### src/rtl/pipe_pkg.sv
// -----------------------------------------------------------------------------
// pipe_pkg
// Shared definitions for the pipeline hazard scoreboard:
//   REG_W          register index width
//   FWD_NONE       forward-select value meaning "read the register file"
//   DEPTH_* /
//   LOAD_LAT_*     legal parameter ranges (LOAD_LAT upper bound depends on DEPTH)
//   sb_entry_t     one in-flight position of the scoreboard
//   producer_match helper: does an in-flight entry produce a given source?
// -----------------------------------------------------------------------------
package pipe_pkg;

   localparam int REG_W        = 5;
   localparam int FWD_NONE     = 0;

   localparam int DEPTH_MIN    = 3;
   localparam int DEPTH_MAX    = 8;
   localparam int LOAD_LAT_MIN = 0;

   // A load must still be able to forward from the last position, so its
   // extra latency can use at most DEPTH-2 positions beyond EX.
   function automatic int load_lat_max(input int depth);
      return depth - 2;
   endfunction

   typedef struct packed {
      logic             valid;
      logic [REG_W-1:0] rd;
      logic             wr;
      logic             is_load;
      logic [REG_W-1:0] src_a;
      logic [REG_W-1:0] src_b;
      logic             a_used;
      logic             b_used;
   } sb_entry_t;

   localparam sb_entry_t SB_BUBBLE = '0;

   // Register 0 is hard-wired, so a write to it never produces a value.
   function automatic logic producer_match(input sb_entry_t        e,
                                           input logic [REG_W-1:0] src,
                                           input logic             used);
      return e.valid && e.wr && used && (e.rd != '0) && (e.rd == src);
   endfunction

endpackage : pipe_pkg

### src/rtl/sb_match.sv
// -----------------------------------------------------------------------------
// sb_match
// Comparator for one source operand against every in-flight position.
//   pos_i        in-flight entries, index k-1 = position k (1 = EX)
//   id_src_i     source index of the instruction in ID
//   id_used_i    that source is read
//   ex_src_i     same source of the instruction in EX (position 1)
//   ex_used_i    EX source is read and position 1 is valid
//   fwd_match_o  bit k-1: position k may forward its result to EX now
//   hazard_o     bit p-1: load at position p cannot reach the ID consumer
//                in time, so ID must stall
// -----------------------------------------------------------------------------
module sb_match
   import pipe_pkg::*;
#(
   parameter int DEPTH    = 3,
   parameter int LOAD_LAT = 1
) (
   input  sb_entry_t        pos_i [DEPTH],
   input  logic [REG_W-1:0] id_src_i,
   input  logic             id_used_i,
   input  logic [REG_W-1:0] ex_src_i,
   input  logic             ex_used_i,
   output logic [DEPTH-1:0] fwd_match_o,
   output logic [DEPTH-1:0] hazard_o
);

   always_comb begin
      fwd_match_o = '0;
      hazard_o    = '0;
      for (int k = 1; k <= DEPTH; k++) begin
         // After the ID instruction issues, a producer now at position k sits
         // at k+1; a load there only has data when k+1 >= 2+LOAD_LAT.
         if (k <= LOAD_LAT) begin
            hazard_o[k-1] = pos_i[k-1].is_load &&
                            producer_match(pos_i[k-1], id_src_i, id_used_i);
         end
         // Position 1 is the consumer itself; loads too young have no data.
         if (k >= 2 && !(pos_i[k-1].is_load && (k < 2 + LOAD_LAT))) begin
            fwd_match_o[k-1] = producer_match(pos_i[k-1], ex_src_i, ex_used_i);
         end
      end
   end

endmodule : sb_match

### src/rtl/pipe_scoreboard.sv
// -----------------------------------------------------------------------------
// pipe_scoreboard
// In-order pipeline hazard scoreboard: tracks DEPTH in-flight positions after
// ID, stalls ID on a load-use hazard and selects forwarding sources for EX.
//   clk, reset        rising-edge clock, synchronous active-high reset
//   id_*              instruction currently in ID (fields already decoded)
//   flush             taken branch/jump squashes the ID instruction
//   stall             freeze PC and IF/ID; a bubble enters EX
//   issue             ID instruction enters position 1 at the next edge
//   fwd_a_sel/_b_sel  EX operand source: 0 = register file, k = position k
//   pos_valid         bit k-1 = position k holds a valid instruction
//   stall_count       saturating count of stall cycles
// -----------------------------------------------------------------------------
module pipe_scoreboard
   import pipe_pkg::*;
#(
   parameter int DEPTH    = 3,
   parameter int LOAD_LAT = 1,
   parameter int SELW     = $clog2(DEPTH + 1)
) (
   input  logic             clk,
   input  logic             reset,
   input  logic             id_valid,
   input  logic [REG_W-1:0] id_rs,
   input  logic             id_rs_used,
   input  logic [REG_W-1:0] id_rs2,
   input  logic             id_rs2_used,
   input  logic [REG_W-1:0] id_rd,
   input  logic             id_reg_wr,
   input  logic             id_is_load,
   input  logic             flush,
   output logic             stall,
   output logic             issue,
   output logic [SELW-1:0]  fwd_a_sel,
   output logic [SELW-1:0]  fwd_b_sel,
   output logic [DEPTH-1:0] pos_valid,
   output logic [15:0]      stall_count
);

   // ---------------------------------------------------------------- checks
   if (DEPTH < DEPTH_MIN || DEPTH > DEPTH_MAX) begin : g_bad_depth
      $fatal(1, "pipe_scoreboard: DEPTH=%0d outside %0d..%0d",
             DEPTH, DEPTH_MIN, DEPTH_MAX);
   end
   if (LOAD_LAT < LOAD_LAT_MIN || LOAD_LAT > load_lat_max(DEPTH)) begin : g_bad_lat
      $fatal(1, "pipe_scoreboard: LOAD_LAT=%0d outside %0d..%0d",
             LOAD_LAT, LOAD_LAT_MIN, load_lat_max(DEPTH));
   end

   localparam logic [15:0] COUNT_MAX = 16'hFFFF;

   // ----------------------------------------------------------------- state
   sb_entry_t        pos_q [DEPTH];
   sb_entry_t        pos_d [DEPTH];
   logic [15:0]      stall_count_q;
   logic [15:0]      stall_count_d;

   sb_entry_t        id_entry;
   logic [DEPTH-1:0] fwd_match_a;
   logic [DEPTH-1:0] fwd_match_b;
   logic [DEPTH-1:0] hazard_a;
   logic [DEPTH-1:0] hazard_b;
   logic             hazard;

   // ------------------------------------------------------------ comparators
   sb_match #(
      .DEPTH    (DEPTH),
      .LOAD_LAT (LOAD_LAT)
   ) u_match_a (
      .pos_i       (pos_q),
      .id_src_i    (id_rs),
      .id_used_i   (id_rs_used),
      .ex_src_i    (pos_q[0].src_a),
      .ex_used_i   (pos_q[0].valid & pos_q[0].a_used),
      .fwd_match_o (fwd_match_a),
      .hazard_o    (hazard_a)
   );

   sb_match #(
      .DEPTH    (DEPTH),
      .LOAD_LAT (LOAD_LAT)
   ) u_match_b (
      .pos_i       (pos_q),
      .id_src_i    (id_rs2),
      .id_used_i   (id_rs2_used),
      .ex_src_i    (pos_q[0].src_b),
      .ex_used_i   (pos_q[0].valid & pos_q[0].b_used),
      .fwd_match_o (fwd_match_b),
      .hazard_o    (hazard_b)
   );

   // ------------------------------------------------------ stall / issue
   always_comb begin
      hazard = (|hazard_a) | (|hazard_b);
      // Flush dominates: a squashed instruction neither stalls nor issues.
      stall  = id_valid & hazard & ~flush;
      issue  = id_valid & ~hazard & ~flush;
   end

   // ------------------------------------------------------------ next state
   always_comb begin
      id_entry         = SB_BUBBLE;
      id_entry.valid   = 1'b1;
      id_entry.rd      = id_rd;
      id_entry.wr      = id_reg_wr;
      id_entry.is_load = id_is_load;
      id_entry.src_a   = id_rs;
      id_entry.src_b   = id_rs2;
      id_entry.a_used  = id_rs_used;
      id_entry.b_used  = id_rs2_used;

      pos_d[0] = issue ? id_entry : SB_BUBBLE;
      for (int k = 1; k < DEPTH; k++) begin
         pos_d[k] = pos_q[k-1];
      end

      stall_count_d = stall_count_q;
      if (stall && (stall_count_q != COUNT_MAX)) begin
         stall_count_d = stall_count_q + 16'd1;
      end
   end

   always_ff @(posedge clk) begin
      if (reset) begin
         for (int k = 0; k < DEPTH; k++) begin
            pos_q[k] <= SB_BUBBLE;
         end
         stall_count_q <= '0;
      end else begin
         for (int k = 0; k < DEPTH; k++) begin
            pos_q[k] <= pos_d[k];
         end
         stall_count_q <= stall_count_d;
      end
   end

   // ---------------------------------------------------------------- outputs
   // Scan oldest to youngest so the youngest matching producer wins.
   always_comb begin
      fwd_a_sel = SELW'(FWD_NONE);
      fwd_b_sel = SELW'(FWD_NONE);
      for (int k = DEPTH; k >= 2; k--) begin
         if (fwd_match_a[k-1]) fwd_a_sel = SELW'(k);
         if (fwd_match_b[k-1]) fwd_b_sel = SELW'(k);
      end
   end

   always_comb begin
      for (int k = 0; k < DEPTH; k++) begin
         pos_valid[k] = pos_q[k].valid;
      end
   end

   assign stall_count = stall_count_q;

endmodule : pipe_scoreboard

### config.mk
export PLATFORM = sky130hd
export DESIGN_NAME = pipe_scoreboard
export DESIGN_NICKNAME = d
export VERILOG_FILES = /design/src/rtl/pipe_pkg.sv /design/src/rtl/sb_match.sv /design/src/rtl/pipe_scoreboard.sv
export SDC_FILE = /design/constraint.sdc
export NUM_CORES = 1
export LEC_CHECK = 0
export CORE_MARGIN = 10
export CORE_UTILIZATION = 34
export DETAILED_ROUTE_END_ITERATION = 10
export PLACE_DENSITY = 0.63
export SETUP_SLACK_MARGIN = 0.02
export SYNTH_ARGS = -nofsm -noshare
export SYNTH_HDL_FRONTEND = slang
export SYNTH_HIERARCHICAL = 1
export SYNTH_SLANG_ARGS = --single-unit
### constraint.sdc
create_clock -name clk -period 3 [get_ports clk]
set_input_delay 0.9 -clock clk [delete_from_list [all_inputs] [get_ports clk]]
set_output_delay 0.9 -clock clk [all_outputs]
set_load 0.01 [all_outputs]
==> reports/qor.yml, run 1 <==
die:
  die-width_um: 104
  core_um2: 6790
  die_area_um2: 10700
  start_util_pct: 34.9
  row_count: 30
  die_h_um: 104
  num_io_pins: 48
timing:
  final.setup.worst_slack_ns: -0.105
  worst_hold_slack_ns: 0.486
  finalSetupViolCount: 1
  timing.final.crit_share_pct: 104
  fin_skew_ns: 0.00434
  max_freq_mhz: 322
  slew_viol_final: 0
  tightest_slew_ns: 0.557
  rsz0062_at_grt: "yes"
  finalHoldViolCount: 0
  period_minus_slack_ns: 3.11
  relSlewSlack_pct: 62.6
finish:
  antenna_cells: 0
  final_cell_mix: "dfxtp_1 (41), clkdlybuf4s50_1 (29), xnor2_1 (23)"
  final_area_um2: 3230
  fillers: 664
  area_growth_pct: 36.0
  multi_input_area_um2: 1430
  seqCellArea_um2: 1040
  final_core_util_pct: 47.5
  final_common_cell: "dfxtp_1"
  drive_above_1_share_pct: 24.3
  layout.nets: 327
route:
  wirelength_um: 5510
  wl_per_cell_um: 13.8
  drc: 0
  vias_per_cell: 4.61
  first_pass_iters: 4
  num_vias: 1845
  drtIter0Drc: 61
  route.antenna.remaining_nets: 0
clocking:
  htree_num_levels: 2
  cts.clk_slew.worst_paths_ns: 0.08
  cts_buffers: 5
  cts_buffer_depth: 2
  cts_tree: "yes"
  clk_latency_ns: 0.29
  cts_sinks: 51
  root_buffer: "clkbuf_8"
min_path:
  min_path_type: "reg -> reg"
  min_from: "pos_d[13]"
status:
  violations: "negative setup slack"
  status: "finished with violations"
placed_design:
  place_ws_ns: -0.844
  io_buffers: 47
  placed_area_um2: 2950
  dpl.hpwl_um: 4220
  gp_congestion: 0.791
setup_path:
  crit_start: "id_rs[0]"
  worstPathMaxFanout: 2
  path_class: "in -> out"
  start_kind: "input port"
  critPathRequiredTime_ns: 2.10
  crit_arrival_ns: 2.21
  endpoint_kind: "output pin"
  r2r-start: "pos_d[37]"
synthesis:
  syn_inst: 253
  ys_warn_count: 6
  syn_area_um2: 2370
  avgSynthCellArea_um2: 9.37
global_routing:
  grt_usage_pct: 10.0
  grt_pass1_wl_um: 9110
  grt_max_degree: 21
  first_global_vias: 1844
  overflow: 0
  antenna_found_initial: 0
power:
  ir_drop_uv: 240
  power_density_nw_per_um2: 365
  finalPower_w: 0.00118
  p_leak_nw: 1.17
flow_run:
  cap_violations: 0
[metal layers]
layer | global-route usage, % | up-vias | share of wire (%)
met3 | 2.85 | 6 | 3.3
li1 | - | 949 | -
met5 | 0 | - | 0
met1 | 12.3 | 855 | 46
met4 | 3.73 | 0 | 1.3
met2 | 16.1 | 35 | 49
[power breakdown]
group / switching (W) / internal (W)
Combinational: 0.0000347 / 0.0000430
Clock: 0.000207 / 0.000211
Sequential: 0.00000482 / 0.000676
[sequential cells by signal, summed over array words and instances (netlist names)]
signal,count
pos_valid,3
pos_d,26
pos_q,6
stall_count,16
[worst max-delay path, cell delays in order]
cell       delay [ns]
buf_6            0.10
xnor2_2          0.13
nand3_2          0.12
a2111oi_4        0.35
nor4_2           0.10
buf_4            0.14
a21o_1           0.21
inv_2            0.06
buf_6            0.09
[metrics by stage]
| step | setup TNS [ns] | instances |
|---|---|---|
| 2_1_floorplan | 0 | 255 |
| 3_3_place_gp | -5.32 | 391 |
| 3_5_place_dp | -5.21 | 391 |
| 4_1_cts | -0.217 | 400 |
| 5_1_grt | -0.222 | 400 |
| 6_report | -0.105 | 400 |
[final cells by class]
type | instances | share of cell area [%]
inverter | 3 | 0.349
tap | 96 | 3.72
sequential | 51 | 32.4
clock buffer | 8 | 3.10
multi-input combinational | 185 | 44.4
timing repair buffer | 57 | 16.1
[worst paths after layout]
path,endpoint,slack [ns],cells past startpoint
worst max-delay path,stall,-0.11,9
worst min-delay path,pos_q[13],0.49,1
worst max register to register,stall_count[9],0.21,10
worst min register to register,pos_q[13],0.49,1
[repair_timing]
action,CTS,global route
pin swaps,18,10
buffers inserted,1,0
gates resized for setup,76,19
setup endpoints to repair,10,4
hold buffers,0,0
(Power assumes the default switching activity.)
==> inputs of run 2 (changes only) <==
--- a/config.mk
+++ b/config.mk
@@ -8,6 +8,7 @@
 export CORE_MARGIN = 10
 export CORE_UTILIZATION = 34
 export DETAILED_ROUTE_END_ITERATION = 10
+export MAX_ROUTING_LAYER = met4
 export PLACE_DENSITY = 0.63
 export SETUP_SLACK_MARGIN = 0.02
 export SYNTH_ARGS = -nofsm -noshare
==> reports/qor.yml, run 2 (synthesis gave the netlist of run 1 again) <==
status:
  status: "finished with violations"
  violations: "negative setup slack"
global_routing:
  overflow: 0  # unchanged
  antenna_found_initial: 0  # unchanged
  first_global_vias: 1843  # -0.054%
  grt_usage_pct: 10.3  # +0.29 points
  grt_pass1_wl_um: 9110  # unchanged
  grt_max_degree: 21  # unchanged
setup_path:
  cpLargestDelayFamily: "compound AO/OA/AOI/OAI gates"
  start_kind: "input port"
  crit_arrival_ns: 2.21  # about the same
  worstPathMaxFanout: 2  # unchanged
  crit_buf_inv: 4  # unchanged
  endpoint_kind: "output pin"
  crit_top_cell: "buf_6"
  critPathRequiredTime_ns: 2.10  # about the same
  path_class: "in -> out"
  path_cells: "buf_6 -> xnor2_2 -> nand3_2 -> a2111oi_4 -> nor4_2 -> buf_4 -> a21o_1 -> inv_2 -> buf_6"
  crit_path_max_incr_delay_ns: 0.35  # about the same
  crit_path_top_delay_cell: "a2111oi_4"
finish:
  antenna_cells: 0  # unchanged
  final_cell_mix: "dfxtp_1 (41), clkdlybuf4s50_1 (29), xnor2_1 (23)"
  area_growth_pct: 36.0  # unchanged
  layoutNonFillerInstCount: 400  # unchanged
  final_common_cell: "dfxtp_1"
  final_area_um2: 3230  # unchanged
  largest_reg_flops: 26  # unchanged
  drive_above_1_share_pct: 24.3  # unchanged
  layout.nets: 327  # unchanged
power:
  p_sw_w: 0.000247  # about the same
  ir_drop_uv: 240  # about the same
  pwr-share-comb_pct: 6.6  # about the same
  p_int_w: 0.000929  # about the same
  seq_power_share_pct: 57.9  # about the same
  pwr-share-clk_pct: 35.5  # about the same
  netSwitchingFraction_pct: 21.0  # about the same
  power_density_nw_per_um2: 365  # about the same
  p_leak_nw: 1.17  # unchanged
flow_run:
  cap_violations: 0  # unchanged
clocking:
  cts_sinks: 51  # unchanged
  root_buffer: "clkbuf_8"
  cts_buffers: 5  # unchanged
  cts_buffer_depth: 2  # unchanged
  cts_tree: "yes"
  cts.clk_slew.worst_paths_ns: 0.08  # about the same
  htree_num_levels: 2  # unchanged
  clk_latency_ns: 0.29  # about the same
timing:
  period_minus_slack_ns: 3.11  # +0.0000300 ns
  rsz0062_at_grt: "yes"
  slew_viol_final: 0  # unchanged
  finalSetupViolCount: 1  # unchanged
  fin_skew_ns: 0.00414  # -0.000205 ns
  finalSetupTns_ns: -0.105  # -0.0000300 ns
  tightest_slew_ns: 0.557  # +0.0000656 ns
  relSlewSlack_pct: 62.6  # about the same
  final.setup.worst_slack_ns: -0.105  # -0.0000300 ns
  finalHoldViolCount: 0  # unchanged
  timing.final.crit_share_pct: 104  # about the same
  max_freq_mhz: 322  # about the same
route:
  wl_per_cell_um: 13.8  # about the same
  route.antenna.remaining_nets: 0  # unchanged
  drtIter0Drc: 61  # unchanged
  num_vias: 1847  # +0.11%
  drc: 0  # unchanged
  first_pass_iters: 4  # unchanged
  wirelength_um: 5510  # about the same
  vias_per_cell: 4.62  # +0.11%
placed_design:
  io_buffers: 47  # unchanged
  dpl.hpwl_um: 4220  # unchanged
  placed_area_um2: 2950  # unchanged
  dp_cells: 391  # unchanged
  place_ws_ns: -0.844  # unchanged
  gp_congestion: 0.802  # +1.4%
die:
  num_io_pins: 48  # unchanged
  row_count: 30  # unchanged
  start_util_pct: 34.9  # unchanged
  die_area_um2: 10700  # unchanged
  die_h_um: 104  # unchanged
  die-width_um: 104  # unchanged
  core_um2: 6790  # unchanged
min_path:
  min_path_type: "reg -> reg"
run 2: power groups by stage:
stage | Combinational (W) | Clock (W) | Sequential (W)
global route | 0.0000839 | 0.000458 | 0.000681
global placement | 0.0000718 | 0 | 0.000700
detailed placement | 0.0000720 | 0 | 0.000700
CTS | 0.0000712 | 0.000433 | 0.000680
floorplan | 0.0000309 | 0 | 0.000699
finish | 0.0000777 | 0.000418 | 0.000680
run 2: layout make-up:
class | count | area [um2]
Timing Repair Buffer | 57 | 518
Multi-Input combinational cell | 185 | 1430
Inverter | 3 | 11.3
Sequential cell | 51 | 1040
Tap cell | 96 | 120
Clock buffer | 8 | 100
Fill cell | 664 | 3570
run 2: final timing paths:
path	start	end	slack, ns	depth (start not counted)
min reg2reg	pos_d[13]	pos_q[13]	0.49	1
max	id_rs[0]	stall	-0.11	9
max reg2reg	pos_d[37]	stall_count[9]	0.21	10
min	pos_d[13]	pos_q[13]	0.49	1
run 2: worst register-to-register path, cell delays in order (launching register included):
cell	delay (ns)
dfxtp_1	0.53
xnor2_2	0.16
nand3_2	0.11
a2111oi_4	0.35
nor4_2	0.10
buf_4	0.14
a21o_1	0.21
buf_4	0.20
nor4_4	0.44
nand3_2	0.12
mux2_4	0.31
run 2: metrics by stage:
stage / utilization, % / power, W / hold slack [ns]
after floorplan: - / 0.000730 / 0.459
after global placement: 43.4 / 0.000772 / 0.468
after detailed placement: 43.4 / 0.000772 / 0.476
after CTS: 46.2 / 0.00118 / 0.488
after global routing: 47.5 / 0.00122 / 0.512
final: 47.5 / 0.00118 / 0.486
run 2: routing by layer:
layer,part of all wire (%),up-vias,track usage [%]
met2,49,32,16.1
met1,47,857,12.5
met5,0,-,-
met3,2.5,8,2.60
li1,-,950,-
met4,1.6,0,3.73
run 2: timing repair:
action                                  CTS  global route
setup buffers                             1             0
gates resized for setup                  76            19
hold buffers                              0             0
endpoints found under the setup margin   10             4
gates cloned                              0             0
pin swaps                                18            10
==> inputs of run 3 (changes only) <==
--- a/config.mk
+++ b/config.mk
@@ -8,6 +8,7 @@
 export CORE_MARGIN = 10
 export CORE_UTILIZATION = 34
 export DETAILED_ROUTE_END_ITERATION = 10
+export GPL_TIMING_DRIVEN = 0
 export MAX_ROUTING_LAYER = met4
 export PLACE_DENSITY = 0.63
 export SETUP_SLACK_MARGIN = 0.02
==> reports/qor.yml, run 3 (synthesis gave the netlist of run 1 again) <==
setup_path:
  start_kind: "input port"
  worstPathMaxFanout: 3  # +1
  path_cells: "buf_4 -> nor2_4 -> o41ai_4 -> a2111oi_4 -> nor4_2 -> a21o_2 -> buf_6 -> inv_2 -> buf_6"
  critPathRequiredTime_ns: 2.10  # about the same
  path_class: "in -> out"
  crit_top_cell: "buf_6"
  crit_arrival_ns: 2.14  # -0.07 ns
  endpoint_kind: "output pin"
  crit_path_top_delay_cell: "a2111oi_4"
  crit_path_max_incr_delay_ns: 0.32  # -0.03 ns
global_routing:
  antenna_found_initial: 0  # unchanged
  overflow: 0  # unchanged
  first_global_vias: 1913  # +3.8%
  grt_max_degree: 17  # -19%
  grt_pass1_wl_um: 9290  # +2.0%
  grt_usage_pct: 10.6  # +0.26 points
die:
  num_io_pins: 48  # unchanged
  core_um2: 6790  # unchanged
  row_count: 30  # unchanged
  die_area_um2: 10700  # unchanged
  start_util_pct: 34.9  # unchanged
  die_h_um: 104  # unchanged
  die-width_um: 104  # unchanged
clocking:
  cts_buffer_depth: 2  # unchanged
  cts_sinks: 51  # unchanged
  htree_num_levels: 2  # unchanged
  cts_buffers: 5  # unchanged
  clk_latency_ns: 0.31  # +0.02 ns
  root_buffer: "clkbuf_8"
  cts.clk_slew.worst_paths_ns: 0.09  # about the same
  cts_tree: "yes"
finish:
  final_common_cell: "dfxtp_1"
  multi_input_area_um2: 1540  # +7.2%
  layout.nets: 339  # +3.7%
  area_growth_pct: 43.9
  final_cell_mix: "dfxtp_1 (36), clkdlybuf4s50_1 (29), xnor2_1 (23)"
  seqCellArea_um2: 1040  # -0.12%
  largest_reg_flops: 26  # unchanged
  drive_above_1_share_pct: 30.1  # +5.7 points
  antenna_cells: 0  # unchanged
  fillers: 649  # -2.3%
  layoutNonFillerInstCount: 412  # +3.0%
placed_design:
  gp_congestion: 0.791  # -1.5%
  io_buffers: 47  # unchanged
  place_ws_ns: -1.21  # -0.367 ns
  dpl.hpwl_um: 4220  # about the same
  dp_cells: 398  # +1.8%
route:
  route.antenna.remaining_nets: 0  # unchanged
  wl_per_cell_um: 13.6  # -1.4%
  drc: 0  # unchanged
  drtIter0Drc: 56  # -8.2%
  wirelength_um: 5600  # +1.6%
  vias_per_cell: 4.57  # -1.1%
  num_vias: 1882  # +1.9%
  first_pass_iters: 4  # unchanged
status:
  violations: "negative setup slack"
  status: "finished with violations"
power:
  ir_drop_uv: 169  # -30%
  p_sw_w: 0.000277  # +12%
  power_density_nw_per_um2: 351  # -3.6%
  pwr-share-comb_pct: 7.8  # +1.2 points
  seq_power_share_pct: 57.0  # -0.9 points
  finalPower_w: 0.00120  # +1.9%
  netSwitchingFraction_pct: 23.1  # +2.1 points
  p_int_w: 0.000921  # -0.87%
  p_leak_nw: 1.27  # +7.8%
  pwr-share-clk_pct: 35.1  # -0.4 points
timing:
  fin_skew_ns: 0.0130  # +0.00887 ns
  final.setup.worst_slack_ns: -0.0364  # +0.0688 ns
  slew_viol_final: 0  # unchanged
  rsz0062_at_grt: "yes"
  max_freq_mhz: 329  # +2.3%
  relSlewSlack_pct: 62.7  # about the same
  tightest_slew_ns: 0.556  # -0.000740 ns
  worst_hold_slack_ns: 0.486  # -0.0000990 ns
  finalSetupViolCount: 1  # unchanged
  finalHoldViolCount: 0  # unchanged
  timing.final.crit_share_pct: 101  # -2.3 points
  period_minus_slack_ns: 3.04  # -0.0688 ns
min_path:
  min_path_type: "reg -> reg"
flow_run:
  cap_violations: 0  # unchanged
==> run 3: cell types whose count changed in the layout (fill, tap and decap cells not counted), moves of 3 or more <==
| cell | before | now |
|---|---|---|
| dfxtp_1 | 41 | 36 |
| buf_2 | 5 | 2 |
| dfxtp_4 | 4 | 1 |
| buf_4 | 10 | 15 |
| buf_6 | 3 | 7 |
| clkbuf_1 | 1 | 7 |
| dlymetal6s2s_1 | 1 | 4 |
| a2111oi_4 | 2 | 5 |
| dfxtp_2 | 6 | 14 |
| a2111oi_2 | 4 | 1 |
| dlygate4sd2_1 | 7 | 0 |
==> run 3: per-layer routing <==
| metal | GRT usage [%] | routed length (um) |
|---|---|---|
| met1 | 12.0 | 2560 |
| met2 | 17.8 | 2870 |
| met3 | 2.04 | 91 |
| met4 | 4.23 | 80 |
| met5 | - | 0 |
==> run 3: power groups by stage <==
stage | Combinational, W | Sequential [W] | Clock [W]
after global placement | 0.0000752 | 0.000700 | 0
final | 0.0000939 | 0.000683 | 0.000421
after detailed placement | 0.0000757 | 0.000700 | 0
after CTS | 0.0000856 | 0.000683 | 0.000430
after floorplan | 0.0000309 | 0.000699 | 0
after global routing | 0.000102 | 0.000685 | 0.000461
==> run 3: final timing paths <==
check | startpoint | to | slack (ns) | cells past startpoint
setup / recovery | id_rs[4] | stall | -0.04 | 9
hold / removal | pos_d[13] | pos_q[13] | 0.49 | 1
setup reg to reg | pos_d[38] | stall_count[9] | 0.44 | 8
hold reg to reg | pos_d[13] | pos_q[13] | 0.49 | 1
==> run 3: layout make-up <==
| cell class | count | share of cell area [%] |
|---|---|---|
| multi-input combinational | 185 | 45.0 |
| sequential | 51 | 30.6 |
| timing repair buffer | 53 | 14.9 |
| tap | 96 | 3.52 |
| buffer | 16 | 2.75 |
| clock buffer | 6 | 2.42 |
| clock inverter | 2 | 0.477 |
| inverter | 3 | 0.330 |
==> run 3: timing repair <==
| item | CTS | global route |
|---|---|---|
| gates resized for setup | 95 | 35 |
| pin swaps | 20 | 15 |
| endpoints found under the setup margin | 13 | 6 |
| hold buffers | 0 | 0 |
| setup buffers | 2 | 4 |
==> run 3: stage by stage <==
stage / utilization, % / cell area [um2] / setup TNS [ns]
3_3_place_gp: 43.7 / 2970 / -7.24
2_1_floorplan: - / 2380 / 0
5_1_grt: 50.2 / 3410 / -0.0898
3_5_place_dp: 43.7 / 2970 / -7.13
4_1_cts: 48.2 / 3270 / -0.115
6_report: 50.2 / 3410 / -0.0364
==> run 3: critical path, delay by kind of cell <==
family / cells / cell delay (ns)
AND/OR/NAND/NOR: 2 / 0.20
buffers and inverters: 4 / 0.37
AO/OA/AOI/OAI: 3 / 0.65
